==> src/rtl/mem_arb_pkg.sv <==
// ============================================================================
// Module      : mem_arb_pkg
// Description : Shared types and constants for the memory port arbiter:
//               requester tag encoding, access-order codes and R/W codes.
// Revision    : 1.0 - initial release
// ============================================================================
`default_nettype none

package mem_arb_pkg;

    // Source of an outstanding read, stored per entry in the tag FIFO
    typedef enum logic {
        TAG_INST = 1'b0,
        TAG_DATA = 1'b1
    } tag_t;

    // Access order (size) codes on the memory bus
    localparam logic [1:0] ORDER_BYTE = 2'b00;
    localparam logic [1:0] ORDER_HALF = 2'b01;
    localparam logic [1:0] ORDER_WORD = 2'b10;

    // Direction codes on the memory bus
    localparam logic RW_READ  = 1'b1;
    localparam logic RW_WRITE = 1'b0;

    // Fetches always move a full word
    localparam logic [3:0] MASK_ALL = 4'hF;

endpackage

`default_nettype wire

==> src/rtl/mem_arb_tag_fifo.sv <==
// ============================================================================
// Module      : mem_arb_tag_fifo
// Description : In-order FIFO of 1-bit requester tags. One entry per read in
//               flight; the head names the requester owning the next
//               response. DEPTH must be a power of two so pointers wrap
//               naturally.
// Revision    : 1.0 - initial release
// ============================================================================
`default_nettype none

module mem_arb_tag_fifo
    import mem_arb_pkg::*;
#(
    parameter int DEPTH = 4,
    parameter int PTR_W = $clog2(DEPTH)
)(
    input  logic clk,
    input  logic rst,
    input  logic push,
    input  tag_t push_tag,
    input  logic pop,
    output logic full,
    output logic empty,
    output tag_t head
);

    localparam logic [PTR_W:0] FULL_COUNT = (PTR_W + 1)'(DEPTH);

    tag_t             store [DEPTH];
    logic [PTR_W-1:0] wr_ptr;
    logic [PTR_W-1:0] rd_ptr;
    logic [PTR_W:0]   count;
    logic             do_push;
    logic             do_pop;

    // Guard against overflow/underflow so a misbehaving caller cannot corrupt state
    always_comb begin
        full    = (count == FULL_COUNT);
        empty   = (count == '0);
        do_push = push && !full;
        do_pop  = pop && !empty;
        head    = store[rd_ptr];
    end

    // Tag storage carries no reset; only entries between the pointers are meaningful
    always_ff @(posedge clk) begin
        if (do_push) begin
            store[wr_ptr] <= push_tag;
        end
    end

    // Pointer and occupancy tracking; simultaneous push and pop leave count unchanged
    always_ff @(posedge clk) begin
        if (rst) begin
            wr_ptr <= '0;
            rd_ptr <= '0;
            count  <= '0;
        end else begin
            if (do_push) begin
                wr_ptr <= wr_ptr + 1'b1;
            end
            if (do_pop) begin
                rd_ptr <= rd_ptr + 1'b1;
            end
            case ({do_push, do_pop})
                2'b10:   count <= count + 1'b1;
                2'b01:   count <= count - 1'b1;
                default: count <= count;
            endcase
        end
    end

endmodule

`default_nettype wire

==> src/rtl/mem_port_arbiter.sv <==
// ============================================================================
// Module      : mem_port_arbiter
// Description : Shares one memory port between the instruction-fetch and
//               data requesters. Round-robin arbitration into a registered
//               output slot that holds while memory locks; an in-order tag
//               FIFO routes each read response back to its issuer.
// Revision    : 1.0 - initial release
// ============================================================================
`default_nettype none

module mem_port_arbiter
    import mem_arb_pkg::*;
#(
    parameter int OUTSTANDING = 4,
    parameter int PTR_W       = $clog2(OUTSTANDING)
)(
    input  logic        iCLOCK,
    input  logic        iRESET_SYNC,
    // Instruction fetch requester
    input  logic        iINST_REQ,
    output logic        oINST_LOCK,
    input  logic [31:0] iINST_ADDR,
    output logic        oINST_VALID,
    input  logic        iINST_BUSY,
    output logic [63:0] oINST_DATA,
    // Data requester
    input  logic        iDATA_REQ,
    output logic        oDATA_LOCK,
    input  logic [1:0]  iDATA_ORDER,
    input  logic [3:0]  iDATA_MASK,
    input  logic        iDATA_RW,
    input  logic [31:0] iDATA_ADDR,
    input  logic [31:0] iDATA_DATA,
    output logic        oDATA_VALID,
    input  logic        iDATA_BUSY,
    output logic [63:0] oDATA_DATA,
    // Memory side
    output logic        oMEM_REQ,
    input  logic        iMEM_LOCK,
    output logic [1:0]  oMEM_ORDER,
    output logic [3:0]  oMEM_MASK,
    output logic        oMEM_RW,
    output logic [31:0] oMEM_ADDR,
    output logic [31:0] oMEM_DATA,
    input  logic        iMEM_VALID,
    output logic        oMEM_BUSY,
    input  logic [63:0] iMEM_DATA
);

    // OUTSTANDING must be a power of two, at least 2, for the tag FIFO wrap

    tag_t last_grant;
    logic slot_free;
    logic inst_elig;
    logic data_elig;
    logic grant_inst;
    logic grant_data;
    logic inst_accept;
    logic data_accept;

    logic fifo_full;
    logic fifo_empty;
    logic fifo_push;
    logic fifo_pop;
    tag_t fifo_head;
    tag_t push_tag;
    logic resp_live;

    // Arbitration: reads need a free tag slot; writes never consume one.
    // A pop in this same cycle does not free a slot early.
    always_comb begin
        slot_free  = !oMEM_REQ || !iMEM_LOCK;
        data_elig  = iDATA_REQ && ((iDATA_RW == RW_WRITE) || !fifo_full);
        inst_elig  = iINST_REQ && !fifo_full;

        // On contention, whoever did not win last time takes the slot
        grant_data = data_elig && (!inst_elig || (last_grant == TAG_INST));
        grant_inst = inst_elig && !grant_data;

        data_accept = slot_free && grant_data;
        inst_accept = slot_free && grant_inst;

        oDATA_LOCK  = !data_accept;
        oINST_LOCK  = !inst_accept;
    end

    // Tag FIFO push side: every accepted read records its source
    always_comb begin
        fifo_push = inst_accept || (data_accept && (iDATA_RW == RW_READ));
        push_tag  = inst_accept ? TAG_INST : TAG_DATA;
    end

    // Response routing: a response only counts when a read is outstanding
    always_comb begin
        resp_live   = iMEM_VALID && !fifo_empty;
        oINST_VALID = resp_live && (fifo_head == TAG_INST);
        oDATA_VALID = resp_live && (fifo_head == TAG_DATA);
        oMEM_BUSY   = resp_live && ((fifo_head == TAG_DATA) ? iDATA_BUSY : iINST_BUSY);
        fifo_pop    = resp_live && !oMEM_BUSY;
        oINST_DATA  = iMEM_DATA;
        oDATA_DATA  = iMEM_DATA;
    end

    // Output slot: load the winner, hold while memory locks, drop REQ when drained
    always_ff @(posedge iCLOCK) begin
        if (iRESET_SYNC) begin
            oMEM_REQ   <= 1'b0;
            oMEM_ORDER <= '0;
            oMEM_MASK  <= '0;
            oMEM_RW    <= 1'b0;
            oMEM_ADDR  <= '0;
            oMEM_DATA  <= '0;
            last_grant <= TAG_INST;
        end else if (data_accept) begin
            oMEM_REQ   <= 1'b1;
            oMEM_ORDER <= iDATA_ORDER;
            oMEM_MASK  <= iDATA_MASK;
            oMEM_RW    <= iDATA_RW;
            oMEM_ADDR  <= iDATA_ADDR;
            oMEM_DATA  <= iDATA_DATA;
            last_grant <= TAG_DATA;
        end else if (inst_accept) begin
            oMEM_REQ   <= 1'b1;
            oMEM_ORDER <= ORDER_WORD;
            oMEM_MASK  <= MASK_ALL;
            oMEM_RW    <= RW_READ;
            oMEM_ADDR  <= iINST_ADDR;
            oMEM_DATA  <= '0;
            last_grant <= TAG_INST;
        end else if (slot_free) begin
            oMEM_REQ   <= 1'b0;
        end
    end

    mem_arb_tag_fifo #(
        .DEPTH (OUTSTANDING),
        .PTR_W (PTR_W)
    ) u_tag_fifo (
        .clk      (iCLOCK),
        .rst      (iRESET_SYNC),
        .push     (fifo_push),
        .push_tag (push_tag),
        .pop      (fifo_pop),
        .full     (fifo_full),
        .empty    (fifo_empty),
        .head     (fifo_head)
    );

endmodule

`default_nettype wire
==> config.mk <==
export PLATFORM = sky130hd
export DESIGN_NAME = mem_port_arbiter
export DESIGN_NICKNAME = d
export VERILOG_FILES = /design/src/rtl/mem_arb_pkg.sv /design/src/rtl/mem_arb_tag_fifo.sv /design/src/rtl/mem_port_arbiter.sv
export SDC_FILE = /design/constraint.sdc
export NUM_CORES = 1
export LEC_CHECK = 0
export CAP_MARGIN = 25
export CORE_AREA = 2 2 150 152
export CTS_BUF_LIST = sky130_fd_sc_hd__clkbuf_4
export CTS_CLUSTER_SIZE = 16
export DETAILED_ROUTE_END_ITERATION = 10
export DIE_AREA = 0 0 152 154
export PLACE_DENSITY_LB_ADDON = 0.15
export SLEW_MARGIN = 20
export SYNTH_ARGS = -nofsm -noshare
export SYNTH_HDL_FRONTEND = slang
export SYNTH_SLANG_ARGS = --single-unit
==> constraint.sdc <==
create_clock -name iCLOCK -period 8.15 [get_ports iCLOCK]
set_input_delay 0.815 -clock iCLOCK [delete_from_list [all_inputs] [get_ports iCLOCK]]
set_output_delay 0.815 -clock iCLOCK [all_outputs]
set_load 0.01 [all_outputs]
Word-level counts from Yosys, hierarchy flattened
Memory sizes are Yosys's and may differ from the RTL's. A register that Yosys moved wholly into a read port is not among the register bits. Index checks and enable logic that the tools add are counted.

$add $sub $neg: 4. Equal/unequal tests: 3. Mux-type cells: 22. Bitwise gates (word level): 3. Reduce and logical (&&, ||, !) cells: 31.

Operator list (count): $mux W32 (4); $logic_and A1 B1 Y1 (14); $mux W1 (11); $logic_not A1 Y1 (9); $mux W2 (4); $mux W4 (2); $pmux W3 S2 (1); $add A2 B1 Y2 const B (2); $logic_or A1 B1 Y1 (4); $reduce_bool A2 Y1 (2); $add A3 B1 Y3 const B (1); $eq A3 B3 Y1 const B (1); $logic_not A3 Y1 (1); $not A1 Y1 (3); $reduce_bool A3 Y1 (1); $sub A3 B1 Y3 const B (1); $eq A2 B1 Y1 const B (1); $eq A2 B2 Y1 const B (1).

Flip-flop bits (word level): 80. Bits in writable memories: 4. Input port bits: 175. Word-level logic and storage cells: 74. Memories: 1.

Memory list: u_tag_fifo.store (depth 4, width 1, rd ports 1, clocked after memory_dff 1, wr ports 1, RTL line mem_arb_tag_fifo.sv:29) `tag_t store [DEPTH];`.

Depth between registers and ports, before layout
Depth in word-level cells: 13. Gate-level depth with buffers: 10.

Modules after synthesis
From an unflattened synthesis, not the netlist that was laid out.

Cell total of the unflattened synthesis: 583. Area, all modules: 5029.8 µm².

Modules (own cells, without submodules): mem_port_arbiter (times used 1, cells each 524, area an instance 4411.7 µm², sequential area each 1461.4 µm²); mem_arb_tag_fifo (times used 1, cells each 59, area an instance 618.1 µm², sequential area each 300.3 µm²).

Least setup slack after synthesis
No wires, ideal clock.

Path kind: input-to-output. From: input iMEM_LOCK. To: output oINST_LOCK. Arrival time: 1.861 ns. Data required time: 7.335 ns. Path slack: 5.474 ns. Stages on the path: 5. Path buffers: 1. Cells stage by stage: and2_1 > nor3_2 > and2_1 > buf_1 > inv_1.

Longest elaborated chain between the ends: 4.

Ends and longest elaborated chain: start, declared (RTL line mem_port_arbiter.sv:39) `input logic iMEM_LOCK,`; $logic_not A1 Y1 (RTL line mem_port_arbiter.sv:72) `slot_free = !oMEM_REQ || !iMEM_LOCK;`; $logic_or A1 B1 Y1 (RTL line mem_port_arbiter.sv:72); $logic_and A1 B1 Y1 (RTL line mem_port_arbiter.sv:81) `inst_accept = slot_free && grant_inst;`; $logic_not A1 Y1 (RTL line mem_port_arbiter.sv:84) `oINST_LOCK = !inst_accept;`; end, declared (RTL line mem_port_arbiter.sv:21) `output logic oINST_LOCK,`.

No other way between the ends.

Worst setup path after layout
From: input iDATA_RW. To: output oDATA_LOCK.

Longest elaborated chain between the ends: 6.

Ends and longest elaborated chain: start, declared (RTL line mem_port_arbiter.sv:31) `input logic iDATA_RW,`; $not A1 Y1 (RTL line mem_port_arbiter.sv:73) `data_elig = iDATA_REQ && ((iDATA_RW == RW_WRITE) || !fifo_full);`; $logic_or A1 B1 Y1 (RTL line mem_port_arbiter.sv:73); $logic_and A1 B1 Y1 (RTL line mem_port_arbiter.sv:73); $logic_and A1 B1 Y1 (RTL line mem_port_arbiter.sv:77) `grant_data = data_elig && (!inst_elig || (last_grant == TAG_INST));`; $logic_and A1 B1 Y1 (RTL line mem_port_arbiter.sv:80) `data_accept = slot_free && grant_data;`; $logic_not A1 Y1 (RTL line mem_port_arbiter.sv:83) `oDATA_LOCK = !data_accept;`; end, declared (RTL line mem_port_arbiter.sv:28) `output logic oDATA_LOCK,`.

No other way between the ends.

==> key figures <==
Timing
  • Setup TNS: 0 ns
  • Final Hold Fails: 0
  • Final setup violation count: 0
  • Clock Skews: 0.0261 ns
  • Worst Max-Slew Pin Slew: 0.911 ns
  • Max Fclk: 0.232 GHz
  • Final Max Slew Viols: 0
  • Crit share post-route: 0.528
  • Clock period minus worst slack: 4.30 ns
  • Final hold slack: 0.498 ns
  • Max transition margin: 0.392
  • Unrepaired setup endpoints after global routing: no

Clock tree
  • Post-CTS Setup Repair Bufs: 0
  • Clock Path Buffers: 2
  • Clock tree sinks: 86
  • Clock root buffer: clkbuf_4
  • CTS Buf Count: 9
  • Cts repair resizes: 0
  • H-Tree Depth: 3
  • CTS tree: built
  • Clock Pin Slew Worst Setup and Hold Paths: 0.13 ns
  • Skew-Pair Late Insertion Delay: 0.46 ns
  • Hold buffer count at CTS: 0

Die
  • Die Ht: between 150 and 200 um
  • Starting Density: 0.202
  • Die Footprint: 0.0234 sq mm
  • I/O pin total: 380
  • Row Count: 54
  • Die Wd: 152 um
  • Core ar.: 0.0217 sq mm

Worst setup path
  • Crit. End Element: output pin
  • Setup CP Type: input port to output pin
  • Critical path launch point type: input port
  • Worst-path fanout max: 41
  • WP data arrival: 3.49 ns
  • CP required: 7.34 ns

Layout
  • Area growth from synthesis to layout: 30.5%
  • Sequential cell area: 0.00176 sq mm
  • Post-route cell area: between 0.005 and 0.006 sq mm
  • Filler cell count: 2311
  • Layout Cells excl Fill: 823
  • Multi-input gate area: 0.00140 sq mm
  • Layout cells sized above 1: 0.0646
  • # nets final: 718

Route
  • Drt drc: 0
  • Drt pass-1 iters: 4
  • Final wirelength: 13200 um
  • Vias per inst: 4.11
  • Routed wire per std cell: 16.0 um
  • Via count: 3380
  • DRT iter0 DRCs: 116
  • Detail Route Antenna Nets: 0

Logic synthesis
  • Top cells by count, synth: buf_4, dfxtp_1, nor2_1, nor3_1, inv_1
  • Ys flop type: dfxtp_1
  • Mapped Area: 0.00438 sq mm
  • Post-synth EDFFs: 4
  • Cell count after synthesis: between 400 and 500
  • Syn Nets: 669
  • Sequential fraction of the synthesis area: 0.402
  • Syn_area_per_cell: between 8 and 9 sq um
  • Library cells used by synthesis: 35
  • Ys Warns: 0
  • Synth top area share: 0.375
  • #FFs+latches synth: 86
  • Cell accounting for the most synthesized area: dfxtp_1
  • Post-synth ARST share: 0
  • Top post-synthesis cells by area: dfxtp_1, buf_4, a22o_1
  • Most frequent cell after synthesis: buf_4

Power
  • Power, Total: roughly 1.1 mW
  • Lkg Pwr: 2.18 nW
  • Power Density: roughly 190 mW/mm^2
  • Peak VDD IR: 72.5 uV

Global route
  • Vias in the first global route: 3662
  • M2 GR Usage: 0.192
  • Largest net degree at the start of global routing: 51
  • GR peak layer: met2
  • First-pass GRT wire length: 20600 um
  • Total GRT Usage: 0.112
  • Routing usage on met1: 0.121
  • GRT overflow: 0
  • Initial antenna violation count: 1
  • Met3 Use GR: 0.0383

Placement
  • Placed cell count: around 810
  • GP Congestion: 0.717
  • DPL Wire Length: 9480 um
  • # port buffers: 187
  • Post-place instance area: 0.00557 sq mm

Status
  • Status: complete, no violations

Worst hold path
  • Hold crit path type: flop to flop

Flow run
  • # Max-Cap Violations: 0
routing by layer:
metal	wire [um]	vias to the layer above
met5	0	-
met4	374	0
met3	1020	46
met2	6460	134
met1	5350	1559
li1	-	1641
through the flow:
stage          setup slack [ns]  utilization
3_3_place_gp               3.84        0.257
6_report                   3.85        0.264
2_1_floorplan              5.47            -
5_1_grt                    3.61        0.264
4_1_cts                    3.79        0.264
3_5_place_dp               3.80        0.257
cell type report:
cell class / count / share of cell area
Clock inverter: 7 / 0.0136
Sequential cell: 86 / 0.308
Tap cell: 280 / 0.0613
Antenna cell: 1 / 0.000438
Inverter: 42 / 0.0276
Clock buffer: 9 / 0.0118
Timing Repair Buffer: 192 / 0.333
Multi-Input combinational cell: 206 / 0.244
final timing paths:
kind                       startpoint  cells after the start  slack, ns      endpoint
setup / recovery             iDATA_RW                      5       3.85    oDATA_LOCK
hold / removal             last_grant                      2       0.50    last_grant
setup reg to reg  u_tag_fifo.count[2]                      6       5.03  oMEM_DATA[9]
hold reg to reg            last_grant                      2       0.50    last_grant
cells in the final DEF (no fill, tap or decap), types with 2 or more instances in the layout:
cell and instances:
nand3_1 2, dfxtp_1 82, nor2b_1 2, nor3_1 45, clkdlybuf4s50_1 186, and3_1 4, inv_6 3, clkbuf_4 9
edfxtp_1 4, mux2_2 2, xor2_1 2, o21ai_0 4, a2111oi_2 3, o31ai_1 2, and2_1 2, nand2_1 2
inv_1 41, buf_4 5, ha_1 5, a21oi_1 6, a22o_1 34, nand2b_1 2, nor2_1 48, a2111oi_0 29
cell families (layout without fill, tap and decap cells):
| kind of cell | Yosys count | count (layout) | share of synthesized area |
|---|---|---|---|
| adder cells (fa/ha/maj) | 6 | 6 | 0.0188 |
| flip-flops | 86 | 86 | 0.402 |
| buffers and inverters | 196 | 250 | 0.283 |
| other | 0 | 1 | 0 |
| AO/OA/AOI/OAI | 80 | 80 | 0.155 |
| XOR/XNOR | 2 | 2 | 0.00400 |
| multiplexers | 4 | 4 | 0.0137 |
| AND/OR/NAND/NOR | 114 | 114 | 0.124 |
where the power goes:
| group | switching (mW) | total (mW) | internal, mW | leakage [nW] |
|---|---|---|---|---|
| registers | 0.0289 | 0.499 | 0.470 | 0.713 |
| clock network | 0.167 | 0.264 | 0.0968 | 0.0773 |
| logic | 0.141 | 0.308 | 0.167 | 1.39 |
| total | 0.337 | 1.07 | 0.734 | 2.18 |
state kept, by name, summed over array words and instances (netlist names), named ones only:
name and cells:
oMEM_MASK 4, u_tag_fifo.store 4, oMEM_ADDR 32, oMEM_RW 1
oMEM_DATA 32, last_grant 1, u_tag_fifo.wr_ptr 2, u_tag_fifo.count 3
u_tag_fifo.rd_ptr 2, oMEM_ORDER 2, oMEM_REQ 1
worst max-delay path: stages:
cell             delay, ns
clkdlybuf4s50_1       0.48
nand4bb_1             0.14
o2111a_2              0.83
inv_2                 0.58
clkdlybuf4s50_1       0.63
Power figures use the tool's default switching activity.
